<file path="src/rtl/store_pkg.sv">
// rtl/store_pkg.sv - store funct3 encodings, queue entry type and access-size decode
package store_pkg;

  localparam logic [2:0] F3_SB = 3'b000;
  localparam logic [2:0] F3_SH = 3'b001;
  localparam logic [2:0] F3_SW = 3'b010;
  localparam logic [2:0] F3_SD = 3'b011;

  localparam int XLEN_MAX   = 64;
  localparam int NBYTES_MAX = XLEN_MAX / 8;

  // Fields are sized for the widest legal XLEN; narrower builds zero-extend into them.
  typedef struct packed {
    logic [XLEN_MAX-1:0]   addr;
    logic [XLEN_MAX-1:0]   data;
    logic [NBYTES_MAX-1:0] bmask;
  } sb_entry_t;

  function automatic logic [3:0] size_bytes(input logic [2:0] funct3);
    case (funct3)
      F3_SB:   size_bytes = 4'd1;
      F3_SH:   size_bytes = 4'd2;
      F3_SW:   size_bytes = 4'd4;
      default: size_bytes = 4'd8;
    endcase
  endfunction

endpackage

</file>
<file path="src/rtl/store_lane_fmt.sv">
// rtl/store_lane_fmt.sv - combinational byte-lane formatting of one store into one or two entries
// STORE_MISALIGN_SPLIT_EN: word-crossing stores become a low/high entry pair instead of an error.
module store_lane_fmt
  import store_pkg::*;
#(
  parameter int XLEN = 32
) (
  input  logic [XLEN-1:0] i_addr,
  input  logic [XLEN-1:0] i_st_data,
  input  logic [2:0]      i_funct3,
  output sb_entry_t       o_lo,
  output sb_entry_t       o_hi,
  output logic            o_split,
  output logic            o_err
);

  localparam int NBYTES = XLEN / 8;
  localparam int LSB    = $clog2(NBYTES);
  localparam int MW     = 2 * NBYTES;

  logic [LSB-1:0]    w_lane;
  logic [3:0]        w_size;
  logic              w_legal;
  logic [MW-1:0]     w_mask_base;
  logic [MW-1:0]     w_mask_sh;
  logic [2*XLEN-1:0] w_data_sh;
  logic [2*XLEN-1:0] w_data_m;
  logic [XLEN-1:0]   w_base;

  assign w_lane      = i_addr[LSB-1:0];
  assign w_size      = size_bytes(i_funct3);
  assign w_legal     = !i_funct3[2] && ((i_funct3 != F3_SD) || (XLEN == 64));
  assign w_mask_base = (MW'(1) << w_size) - MW'(1);
  // Shift across a double-width window: the upper half is what spills into the next word.
  assign w_mask_sh   = w_mask_base << w_lane;
  assign w_data_sh   = {{XLEN{1'b0}}, i_st_data} << {w_lane, 3'b000};
  assign w_base      = {i_addr[XLEN-1:LSB], {LSB{1'b0}}};

  always_comb begin
    w_data_m = '0;
    for (int i = 0; i < MW; i++) begin
      if (w_mask_sh[i]) w_data_m[8*i +: 8] = w_data_sh[8*i +: 8];
    end
  end

  always_comb begin
    o_lo       = '0;
    o_hi       = '0;
    o_lo.addr  = XLEN_MAX'(w_base);
    o_lo.data  = XLEN_MAX'(w_data_m[XLEN-1:0]);
    o_lo.bmask = NBYTES_MAX'(w_mask_sh[NBYTES-1:0]);
    o_hi.addr  = XLEN_MAX'(w_base + XLEN'(NBYTES));
    o_hi.data  = XLEN_MAX'(w_data_m[2*XLEN-1:XLEN]);
    o_hi.bmask = NBYTES_MAX'(w_mask_sh[MW-1:NBYTES]);
  end

`ifdef STORE_MISALIGN_SPLIT_EN
  assign o_split = w_legal && (w_mask_sh[MW-1:NBYTES] != '0);
  assign o_err   = !w_legal;
`else
  logic [LSB-1:0] w_misal;
  assign w_misal = w_lane & LSB'(w_size - 4'd1);
  assign o_split = 1'b0;
  assign o_err   = !w_legal || (w_misal != '0);
`endif

endmodule

</file>
<file path="src/rtl/store_buffer_unit.sv">
// rtl/store_buffer_unit.sv - store queue: formats accepted stores, presents the registered FIFO head to memory
// STORE_MISALIGN_SPLIT_EN: two free entries are required per request so a split pair always fits.
module store_buffer_unit
  import store_pkg::*;
#(
  parameter int XLEN  = 32,
  parameter int DEPTH = 4
) (
  input  logic                     i_clk,
  input  logic                     i_rst_n,
  input  logic                     i_req_valid,
  output logic                     o_req_ready,
  input  logic [XLEN-1:0]          i_addr,
  input  logic [XLEN-1:0]          i_st_data,
  input  logic [2:0]               i_funct3,
  output logic                     o_mem_valid,
  input  logic                     i_mem_ready,
  output logic [XLEN-1:0]          o_mem_addr,
  output logic [XLEN-1:0]          o_mem_data,
  output logic [XLEN/8-1:0]        o_mem_bmask,
  output logic [$clog2(DEPTH):0]   o_count,
  output logic                     o_empty,
  output logic                     o_full,
  output logic                     o_err
);

  localparam int NBYTES = XLEN / 8;
  localparam int PW     = $clog2(DEPTH);
  localparam int CW     = PW + 1;
`ifdef STORE_MISALIGN_SPLIT_EN
  localparam int NEED = 2;
`else
  localparam int NEED = 1;
`endif

  sb_entry_t       r_mem [DEPTH];
  logic [PW-1:0]   r_wr;
  logic [PW-1:0]   r_rd;
  logic [CW-1:0]   r_count;
  logic            r_err;

  sb_entry_t       w_lo;
  sb_entry_t       w_hi;
  logic            w_split;
  logic            w_fmt_err;
  logic            w_accept;
  logic            w_deq;
  logic [CW-1:0]   w_free;
  logic [CW-1:0]   w_nenq;

  store_lane_fmt #(.XLEN(XLEN)) u_fmt (
    .i_addr    (i_addr),
    .i_st_data (i_st_data),
    .i_funct3  (i_funct3),
    .o_lo      (w_lo),
    .o_hi      (w_hi),
    .o_split   (w_split),
    .o_err     (w_fmt_err)
  );

  assign w_free      = CW'(DEPTH) - r_count;
  assign o_req_ready = i_rst_n && (w_free >= CW'(NEED));
  assign w_accept    = i_req_valid && o_req_ready;
  assign w_deq       = o_mem_valid && i_mem_ready;

  always_comb begin
    w_nenq = '0;
    if (w_accept && !w_fmt_err) w_nenq = w_split ? CW'(2) : CW'(1);
  end

  always_ff @(posedge i_clk) begin
    if (!i_rst_n) begin
      r_wr    <= '0;
      r_rd    <= '0;
      r_count <= '0;
      r_err   <= 1'b0;
    end else begin
      r_wr    <= r_wr + PW'(w_nenq);
      r_rd    <= r_rd + PW'(w_deq);
      r_count <= r_count + w_nenq - CW'(w_deq);
      r_err   <= w_accept && w_fmt_err;
    end
  end

  // Entry storage needs no reset: occupancy is tracked solely by the pointers and count.
  always_ff @(posedge i_clk) begin
    if (i_rst_n && (w_nenq != '0)) begin
      r_mem[r_wr] <= w_lo;
      if (w_nenq == CW'(2)) r_mem[r_wr + PW'(1)] <= w_hi;
    end
  end

  assign o_mem_addr  = r_mem[r_rd].addr[XLEN-1:0];
  assign o_mem_data  = r_mem[r_rd].data[XLEN-1:0];
  assign o_mem_bmask = r_mem[r_rd].bmask[NBYTES-1:0];
  assign o_count     = r_count;
  assign o_empty     = (r_count == '0);
  assign o_full      = (r_count == CW'(DEPTH));
  assign o_mem_valid = !o_empty;
  assign o_err       = r_err;

endmodule

</file>
<file path="config.mk">
export PLATFORM = sky130hd
export DESIGN_NAME = store_buffer_unit
export DESIGN_NICKNAME = d
export VERILOG_FILES = /design/src/rtl/store_pkg.sv /design/src/rtl/store_lane_fmt.sv /design/src/rtl/store_buffer_unit.sv
export SDC_FILE = /design/constraint.sdc
export NUM_CORES = 1
export LEC_CHECK = 0
export ABC_CLOCK_PERIOD_IN_PS = 14700
export BUFFER_PORTS_ARGS = -buffer_cell sky130_fd_sc_hd__buf_2
export CAP_MARGIN = 20
export CELL_PAD_IN_SITES_DETAIL_PLACEMENT = 1
export CELL_PAD_IN_SITES_GLOBAL_PLACEMENT = 1
export CORE_UTILIZATION = 53
export CTS_BUF_LIST = sky130_fd_sc_hd__clkbuf_4 sky130_fd_sc_hd__clkbuf_8
export CTS_CLUSTER_SIZE = 28
export DETAILED_ROUTE_END_ITERATION = 6
export HOLD_SLACK_MARGIN = 0.08
export PLACE_DENSITY_LB_ADDON = 0.12
export SETUP_SLACK_MARGIN = 0.15
export SLEW_MARGIN = 20
export SYNTH_ARGS = -nofsm -noshare
export SYNTH_HDL_FRONTEND = slang
export SYNTH_SLANG_ARGS = --single-unit
</file>
<file path="constraint.sdc">
create_clock -name i_clk -period 14.7 [get_ports i_clk]
set_input_delay 1.47 -clock i_clk [delete_from_list [all_inputs] [get_ports i_clk]]
set_output_delay 1.47 -clock i_clk [all_outputs]
set_load 0.05 [all_outputs]
</file>
Word level (Yosys, flattened, before mapping)
Memory sizes are Yosys's and may differ from the RTL's. A register that Yosys moved wholly into a read port is not among the register bits.
Index checks and enable logic that the tools add are counted.
{"block": "word_totals", "mem_count": 1, "reg_bits": 8, "romBits": 0, "wordCells": 60, "inputBits": 71, "ramBits": 276, "latchBits": 0, "out_inout_bits": 76}
{"memory": "r_mem", "words": 4, "word_bits": 69, "rd": 1, "rd_ports_with_merged_regs": 1, "write_ports": 1, "line_no": "store_buffer_unit.sv:36", "rtl": "sb_entry_t r_mem [DEPTH];"}
{"block": "op_classes", "n_shift": 3, "n_reduce_logical": 17, "muxes": 19, "n_mul": 0, "n_addsub": 9, "n_eq_ne": 5, "bitwise_logic": 1, "n_div": 0, "order_cmp": 1}
{"op": "$mux W69", "count": 1}
{"op": "$reduce_or A69 Y1", "count": 1}
{"op": "$mux W8", "count": 8}
{"op": "$shl A32 B5 Y64", "count": 1}
{"op": "$add A32 B3 Y33 const B", "count": 1}
{"op": "$pmux W4 S3", "count": 1}
{"op": "$shl A1 B4 Y8 const A", "count": 1}
{"op": "$shl A8 B2 Y8", "count": 1}
{"op": "$sub A8 B2 Y8 const B", "count": 1}
{"op": "$logic_and A1 B1 Y1", "count": 7}
{"op": "$mux W1", "count": 7}
{"op": "$eq A3 B2 Y1 const B", "count": 2}
{"op": "$logic_not A3 Y1", "count": 2}
{"op": "$logic_not A1 Y1", "count": 4}
{"op": "$mux W2", "count": 2}
{"op": "$add A3 B3 Y3", "count": 1}
{"op": "$eq A3 B1 Y1 const B", "count": 1}
{"op": "$eq A3 B3 Y1 const B", "count": 1}
{"op": "$ge A3 B1 Y1 const B", "count": 1}
{"op": "$ne A3 B2 Y1 const B", "count": 1}
{"op": "$reduce_bool A3 Y1", "count": 1}
{"op": "$sub A3 B1 Y3", "count": 1}
{"op": "$sub A3 B3 Y3 const A", "count": 1}
{"op": "$add A2 B1 Y2", "count": 1}
{"op": "6 further kinds", "count": 6}

Longest topological paths before layout
Gate-level depths: netlist (run 1).
{"block": "logic_depth", "word_depth": 15, "ltp_mapped": 13, "mapped_depth_nobuf": 13}

Hierarchy
A second synthesis (run 1) with hierarchy kept.
{"block": "unflattened", "hier_cells": 1157, "area_unflattened_um2": 16641.0}
{"mod": "store_buffer_unit", "area_each_um2": 13594.3, "seq_area_each_um2": 8328.0, "instances": 1, "cells_per_inst": 720}
{"mod": "store_lane_fmt", "area_each_um2": 3046.7, "seq_area_each_um2": 0.0, "instances": 1, "cells_per_inst": 437}

Worst setup path before layout (run 1)
Ideal clock, no wire load.
{"block": "synth_path", "path_kind": "input to register", "startpoint": "input port i_funct3[1]", "endpoint": "memory r_mem[0][0] (netlist bit), enable pin", "slack_ns": 7.075, "arrival_time_ns": 7.053, "setup_ns": 0.572, "cell_stages": 6, "required_time_ns": 14.128, "cell_sequence": "or3_1 ha_1 nor2b_1 nor3_4 nand3_4 nor3_1"}
{"block": "synth_via", "elab_chain_len": 15, "elab_cells_between_ends": 25, "classes_between": "add/sub: 1; eq/ne: 4; mux: 9; bitwise: 1; reduce/logical: 10"}
{"element": "from (decl)", "line_no": "store_buffer_unit.sv:15", "rtl": "input logic [2:0] i_funct3,"}
{"element": "$eq A3 B2 Y1, or another cell as far along", "line_no": "store_pkg.sv:20", "rtl": "case (funct3)"}
{"element": "$pmux W4 S3", "line_no": "store_pkg.sv:20"}
{"element": "$sub A2 B1 Y2", "line_no": "store_lane_fmt.sv:62", "rtl": "assign w_misal = w_lane & LSB'(w_size - 4'd1);"}
{"element": "$and A2 B2 Y2", "line_no": "store_lane_fmt.sv:62"}
{"element": "$reduce_bool A2 Y1", "line_no": "store_lane_fmt.sv:64", "rtl": "assign o_err = !w_legal || (w_misal != '0);"}
{"element": "$logic_or A1 B1 Y1 (*)", "line_no": "store_lane_fmt.sv:64"}
{"element": "$logic_not A1 Y1 (*)", "line_no": "store_buffer_unit.sv:68", "rtl": "if (w_accept && !w_fmt_err) w_nenq = w_split ? CW'(2) : CW'(1);"}
{"element": "$logic_and A1 B1 Y1 (*)", "line_no": "store_buffer_unit.sv:68"}
{"element": "$mux W1 (*)", "line_no": "store_buffer_unit.sv:68"}
{"element": "$eq A3 B2 Y1 or $reduce_bool A3 Y1 (tied branches)", "line_no": "store_buffer_unit.sv:89, store_buffer_unit.sv:87"}
{"element": "$mux W1 or $logic_and A1 B1 Y1 (tied branches)", "line_no": "store_buffer_unit.sv:89, store_buffer_unit.sv:87"}
{"element": "$mux W1", "line_no": "store_buffer_unit.sv:87", "rtl": "if (i_rst_n && (w_nenq != '0)) begin"}
{"element": "$mux W1 (not written as such)", "line_no": "store_buffer_unit.sv:89", "rtl": "if (w_nenq == CW'(2)) r_mem[r_wr + PW'(1)] <= w_hi;"}
{"element": "$reduce_or A69 Y1 (no source line)"}
{"element": "$mux W2 (no source line) or $mux W1 (tied branches)"}
{"element": "to (decl)", "line_no": "store_buffer_unit.sv:36"}
Mark *: on every way between the ends. The rest lies on a longest branch, timed or not.

Worst setup path after layout (run 1)
{"block": "layout_path", "startpoint": "input port i_funct3[1]", "endpoint": "memory r_mem[2][11] (netlist bit), enable pin"}
The elaborated chain is that of the path after synthesis.

==> flow_metrics.tcl, run 1 <==
set metrics [dict create \
    multiInputGateArea_um2 2450 \
    dp_hpwl_mm 13.3 \
    layout_min_cycle_time_ns 4.19 \
    cts_root_buf "clkbuf_8" \
    dr.first_iter.drc_count 370 \
    cts_made_buffers 43 \
    portBuffers 144 \
    yosys_register_bits 272 \
    power.share.clock_pct 28.1 \
    path_max_fanout 54 \
    cts_tree "done" \
    status "finished, final reports clean" \
    fill_cells 1723 \
    clk_latency_ns 0.54 \
    post_drt_via_cell_ratio 5.54 \
    die_w_um 144 \
    io_pins 147 \
    routed-via-count 5333 \
    use_met2_pct 37.0 \
    cts_setup_buffers 0 \
    power_frac_seq_pct 43.4 \
    p_leak_nw 4.31 \
    synth_top_area_cell "edfxtp_1" \
    syn_avg_cell_area_um2 21.6 \
    grt_max_degree 68 \
    die_y_um 144 \
    critPathSlowestCell "buf_4" \
    antenna_cells 0 \
    maxCapViolCount 0 \
    p_switching_mw 0.712 \
    cp.arrival_ns 4.34 \
    ys_seq_area_share_pct 75.8 \
    path_class "in -> reg" \
    post-route-period-util_pct 28.5 \
    nets 747 \
    slew_headroom_pct 31.3 \
    syn-instance-count 494 \
    ant_nets 0 \
    synth-edff-count 264 \
    path_cells "buf_2 > or3_1 > ha_1 > nor2b_1 > nor3_4 > nand3_4 > nor3b_4 > buf_4" \
    hp-start "r_wr[0]$_SDFF_PN0_" \
    ys_top_cells_by_count "edfxtp_1, mux4_2, mux2i_1" \
    async_flop_share_pct 0 \
    p_total_mw 2.08 \
    drc 0 \
    gr-total-overflow 0 \
    cts_buffer_depth 3 \
    critPathMaxStageDelay_ns 0.76 \
    hold_class "reg -> reg" \
    timing.rr.start "o_count[1]$_SDFF_PN0_" \
    whs_ns 0.548 \
    fp.dieArea_um2 20700 \
    grt_pass1_vias 5843 \
    synthTopCellsByArea "edfxtp_1, mux4_2, mux2i_1" \
    fmax_mhz 238 \
    worst_slew_pin_slew_ns 1.03 \
    initial_core_util_pct 54.5 \
    syn_to_final_growth_pct 16.7 \
    worstPathRequired_ns 14.85 \
    routed_wl_mm 21.6 \
    crit_start "i_funct3[1]" \
    use_met1_pct 28.5 \
    placedCellCount 885 \
    syn_area_um2 10700 \
    antenna_found_initial 0 \
    fin_cells 962 \
    clk_pin_slew_ns 0.06 \
    h-tree-depth 2 \
    fin_util_pct 63.6 \
    clkSinkCount 272 \
    slew_viol_final 0 \
    p_per_area_nw_per_um2 167 \
    intPower_mw 1.37 \
    rows 51 \
    holdBufCountCts 0 \
    layout-drive-gt1-share_pct 41.5 \
    use_met3_pct 4.57 \
    ff_latch_area_um2 8100 \
    finalHoldViolations 0 \
    synth_top_area_share_pct 74.3 \
    setup_viol 0 \
    skew_ns 0.0256 \
    track_usage_pct 21.8 \
    place_congestion 0.794 \
    cts_resized 0 \
    switching_share_pct 34.2 \
    end_kind "flop" \
    comb_power_share_pct 28.5 \
    grt_pass1_wl_mm 32.8 \
    firstDrtPassIters 4 \
    core_um2 19600 \
    ir_drop_mv 0.0954 \
    synth_cell_types 35 \
    post_drt_wl_per_cell_um 22.5 \
    yosys_warnings 0 \
    ys.flop_type "edfxtp_1" \
    rsz0062_at_grt "false" \
    grt_busiest_layer "met2" \
    crit_path_start_kind "input port" \
    synth_most_common_cell "edfxtp_1" \
    setup-tns-final_ns 0 \
]
==> per-stage QoR <==
stage | cell area [um^2] | setup WS (ns)
6_report | 12500 | 10.51
5_1_grt | 12500 | 10.35
4_1_cts | 12500 | 10.23
3_5_place_dp | 11700 | 9.90
3_3_place_gp | 11700 | 10.03
2_1_floorplan | 10700 | 7.08
==> final timing paths <==
check	end	slack (ns)	cells after the start
setup / recovery	r_mem[2][11]$_DFFE_PP_	10.51	8
hold reg to reg	r_wr[0]$_SDFF_PN0_	0.55	1
setup reg to reg	r_mem[2][11]$_DFFE_PP_	11.29	8
hold / removal	r_wr[0]$_SDFF_PN0_	0.55	1
==> cell usage in the layout, fill, tap and decap left out, types with 11 or more instances in the layout <==
cell type / n
nor2_1: 11
mux4_2: 66
and2_1: 14
nand2_1: 16
edfxtp_1: 264
buf_2: 144
clkbuf_8: 45
mux2i_1: 26
clkinv_1: 14
==> critical path, delay by kind of cell <==
family	cells	cell delay, ns
adder cells (fa/ha/maj)	1	0.30
buffers and inverters	2	0.89
AND/OR/NAND/NOR	5	1.62
==> power groups by stage <==
stage          Combinational (mW)  Clock [mW]  Sequential [mW]
4_1_cts                     0.603       0.600            0.906
2_1_floorplan               0.482           0            0.910
3_3_place_gp                0.594           0            0.921
5_1_grt                     0.628       0.633            0.909
6_report                    0.593       0.585            0.904
3_5_place_dp                0.601           0            0.921
==> metal layers <==
layer  share of wire [%]  up-vias
li1                    -     2375
met5                   0        -
met4                 1.6        0
met2                  51      188
met1                  40     2738
met3                 6.7       32
==> kinds of logic after synthesis <==
logic type	after synthesis	share of synthesized area, %
compound gates	20	1.21
buf+inv	32	1.45
other cells	1	0.0351
flops	272	75.8
fa+ha+maj	12	1.47
xor+xnor	5	0.411
simple gates	60	3.25
mux	92	16.4
==> state kept, by name (all words and copies together), names as in the netlist <==
signal	cells
r_wr	2
o_err	1
r_mem	264
r_rd	2
o_count	3
==> final cells by class <==
type | count | area share [%]
Sequential cell | 272 | 65.0
Tap cell | 265 | 2.66
Inverter | 9 | 0.271
Clock inverter | 22 | 0.743
Clock buffer | 55 | 5.58
Timing Repair Buffer | 148 | 6.06
Multi-Input combinational cell | 191 | 19.7
No activity file was read; power rests on OpenSTA's default activity.
==> inputs of run 2 (changes only) <==
--- a/config.mk
+++ b/config.mk
@@ -5,12 +5,13 @@
 export SDC_FILE = /design/constraint.sdc
 export NUM_CORES = 1
 export LEC_CHECK = 0
-export ABC_CLOCK_PERIOD_IN_PS = 14700
+export ABC_AREA = 1
+export ABC_CLOCK_PERIOD_IN_PS = 4100
 export BUFFER_PORTS_ARGS = -buffer_cell sky130_fd_sc_hd__buf_2
 export CAP_MARGIN = 20
 export CELL_PAD_IN_SITES_DETAIL_PLACEMENT = 1
 export CELL_PAD_IN_SITES_GLOBAL_PLACEMENT = 1
-export CORE_UTILIZATION = 53
+export CORE_UTILIZATION = 48
 export CTS_BUF_LIST = sky130_fd_sc_hd__clkbuf_4 sky130_fd_sc_hd__clkbuf_8
 export CTS_CLUSTER_SIZE = 28
 export DETAILED_ROUTE_END_ITERATION = 6
==> constraint.sdc (replaced) <==
create_clock -name i_clk -period 4.1 [get_ports i_clk]
set_input_delay 0.41 -clock i_clk [delete_from_list [all_inputs] [get_ports i_clk]]
set_output_delay 0.41 -clock i_clk [all_outputs]
set_load 0.05 [all_outputs]
==> run 2 against run 1 <==
Against the previous run:
- synthesized area grew 2.9%
- hold slack lost 0.44 ns
- cell area grew 4.2%
- critical path type is now reg -> out
- critical endpoint is now o_mem_data[1]
- largest power group unchanged
- highest routed layer unchanged
==> flow_metrics.tcl, run 2 <==
set metrics [dict create \
    syn-instance-count 856 \
    ys.flop_type "edfxtp_1" \
    die_w_um 153 \
    synth_cell_types 28 \
    cts_tree "done" \
    crit_path_start_kind "flop" \
    setup-tns-final_ns 0 \
    skew_ns 0.0225 \
    maxCapViolCount 0 \
    path_max_fanout 61 \
    end_kind "primary output" \
    core_um2 22100 \
    post_drt_via_cell_ratio 5.55 \
    io_pins 147 \
    drc 0 \
    path_cells "buf_4 > o21ai_0 > o22ai_1 > buf_2" \
    slew_headroom_pct 42.1 \
    grt_pass1_wl_mm 42.1 \
    clkSinkCount 272 \
    yosys_warnings 0 \
    critPathSlowestCell "dfxtp_4" \
    portBuffers 144 \
    track_usage_pct 23.3 \
    hold_class "in -> reg" \
    largest_reg_flops 264 \
    clk_pin_slew_ns 0.06 \
    crit_family "buffers and inverters" \
    largest_register "r_mem" \
    antenna_found_initial 0 \
    syn_area_um2 11000 \
    ant_nets 0 \
    layout_min_cycle_time_ns 3.16 \
    post_drt_wl_per_cell_um 20.2 \
    gr-total-overflow 0 \
    rows 54 \
    post-route-period-util_pct 77.1 \
    syn_avg_cell_area_um2 12.8 \
    yosys_register_bits 272 \
    place_congestion 0.857 \
    cts_made_buffers 46 \
    synth_top_area_share_pct 72.2 \
    cts_resized 0 \
    ir_drop_mv 0.405 \
    cts_root_buf "clkbuf_8" \
    synthTopCellsByArea "edfxtp_1, nor2_1, o21ai_0" \
    path_class "reg -> out" \
    synth_top_area_cell "edfxtp_1" \
    p_per_area_nw_per_um2 641 \
    firstDrtPassIters 4 \
    clk_latency_ns 0.54 \
    dp_hpwl_mm 16.7 \
    cp.arrival_ns 2.75 \
    die_y_um 153 \
    synth-edff-count 264 \
    nets 1109 \
    critPathMaxStageDelay_ns 0.67 \
    setup_viol 0 \
    ys_top_cells_by_count "edfxtp_1, nor2_1, o21ai_0" \
    layout-drive-gt1-share_pct 24.2 \
    path_buf_inv 2 \
    initial_core_util_pct 49.7 \
    grt_max_degree 68 \
    rsz0062_at_grt "false" \
    worst_slew_pin_slew_ns 0.868 \
    finalHoldViolations 0 \
    slew_viol_final 0 \
    rrSetupSlack_ns 1.27 \
    cts_buffer_depth 3 \
    most-common-layout-cells "edfxtp_1, nor2_1, buf_2" \
    h-tree-depth 2 \
    ys_seq_area_share_pct 73.6 \
    fmax_mhz 316 \
    worstPathRequired_ns 3.69 \
    async_flop_share_pct 0 \
    synth_most_common_cell "edfxtp_1" \
    fin_util_pct 58.7 \
    antenna_cells 0 \
    syn_to_final_growth_pct 18.2 \
    fp.dieArea_um2 23500 \
    routed_wl_mm 27.0 \
    status "finished, final reports clean" \
    grt_pass1_vias 7820 \
    final_common_cell "edfxtp_1" \
    p_leak_nw 4.73 \
    routed-via-count 7422 \
    dr.first_iter.drc_count 409 \
]
-- run 2: metrics by stage --
step	instances	setup WS [ns]	hold slack, ns	power [mW]	instance area [um^2]
global route	1338	0.784	0.0921	8.69	13000
floorplan	857	0.212	0.495	5.44	11000
detailed placement	1245	1.07	0.530	6.14	12000
finish	1338	0.937	0.107	8.33	13000
global placement	1245	1.15	0.533	6.08	12000
CTS	1338	0.868	0.0801	8.42	13000
-- run 2: report_power, final --
group / internal (mW) / switching (mW) / total, mW / leakage (nW)
logic: 0.618 / 2.25 / 2.87 / 1.81
registers: 3.12 / 0.0830 / 3.20 / 2.46
clock network: 1.24 / 1.01 / 2.25 / 0.453
-- run 2: logic make-up after synthesis --
family | Yosys count | share of synthesized area [%]
flip-flops | 272 | 73.6
AND/OR/NAND/NOR | 243 | 8.88
AO/OA/AOI/OAI | 239 | 12.0
buffers and inverters | 87 | 3.93
adder cells (fa/ha/maj) | 11 | 1.32
XOR/XNOR | 3 | 0.239
other | 1 | 0.0341
-- run 2: final timing paths --
kind,from,endpoint,cells past startpoint
min,i_addr[5],r_mem[0][39]$_DFFE_PP_,1
min reg2reg,r_wr[0]$_SDFF_PN0_,r_wr[0]$_SDFF_PN0_,2
max,r_rd[0]$_SDFF_PN0_,o_mem_data[1],4
max reg2reg,o_count[1]$_SDFF_PN0_,o_count[2]$_SDFF_PN0_,15
-- run 2: worst register-to-register path: cells and delay by family, from the launching register on --
kind,cells,cell delay (ns)
fa+ha+maj,4,1.03
simple gates,4,0.47
xor+xnor,2,0.40
flops,1,0.37
compound gates,2,0.29
buf+inv,3,0.20
-- run 2: what timing repair did --
action                                 4_1_cts  5_1_grt
hold buffers                                14        0
endpoints found under the hold margin       56        0
buffers inserted                             0        0
-- run 2: area by class of cell --
| class | instances | area, um^2 |
|---|---|---|
| multi-input combinational | 498 | 2500 |
| tap | 280 | 350 |
| sequential | 272 | 8100 |
| timing repair buffer | 172 | 1030 |
| fill | 2272 | 9110 |
| inverter | 37 | 144 |
| clock buffer | 60 | 744 |
| clock inverter | 19 | 109 |
-- run 2: routing by layer --
metal  vias to the layer above  GRT usage (%)  wire [um]
met4                         0           6.78        423
met1                      3735           29.5      11600
li1                       3464              -          -
met3                        35           3.94       1220
met5                         -              0          0
met2                       188           41.1      13700
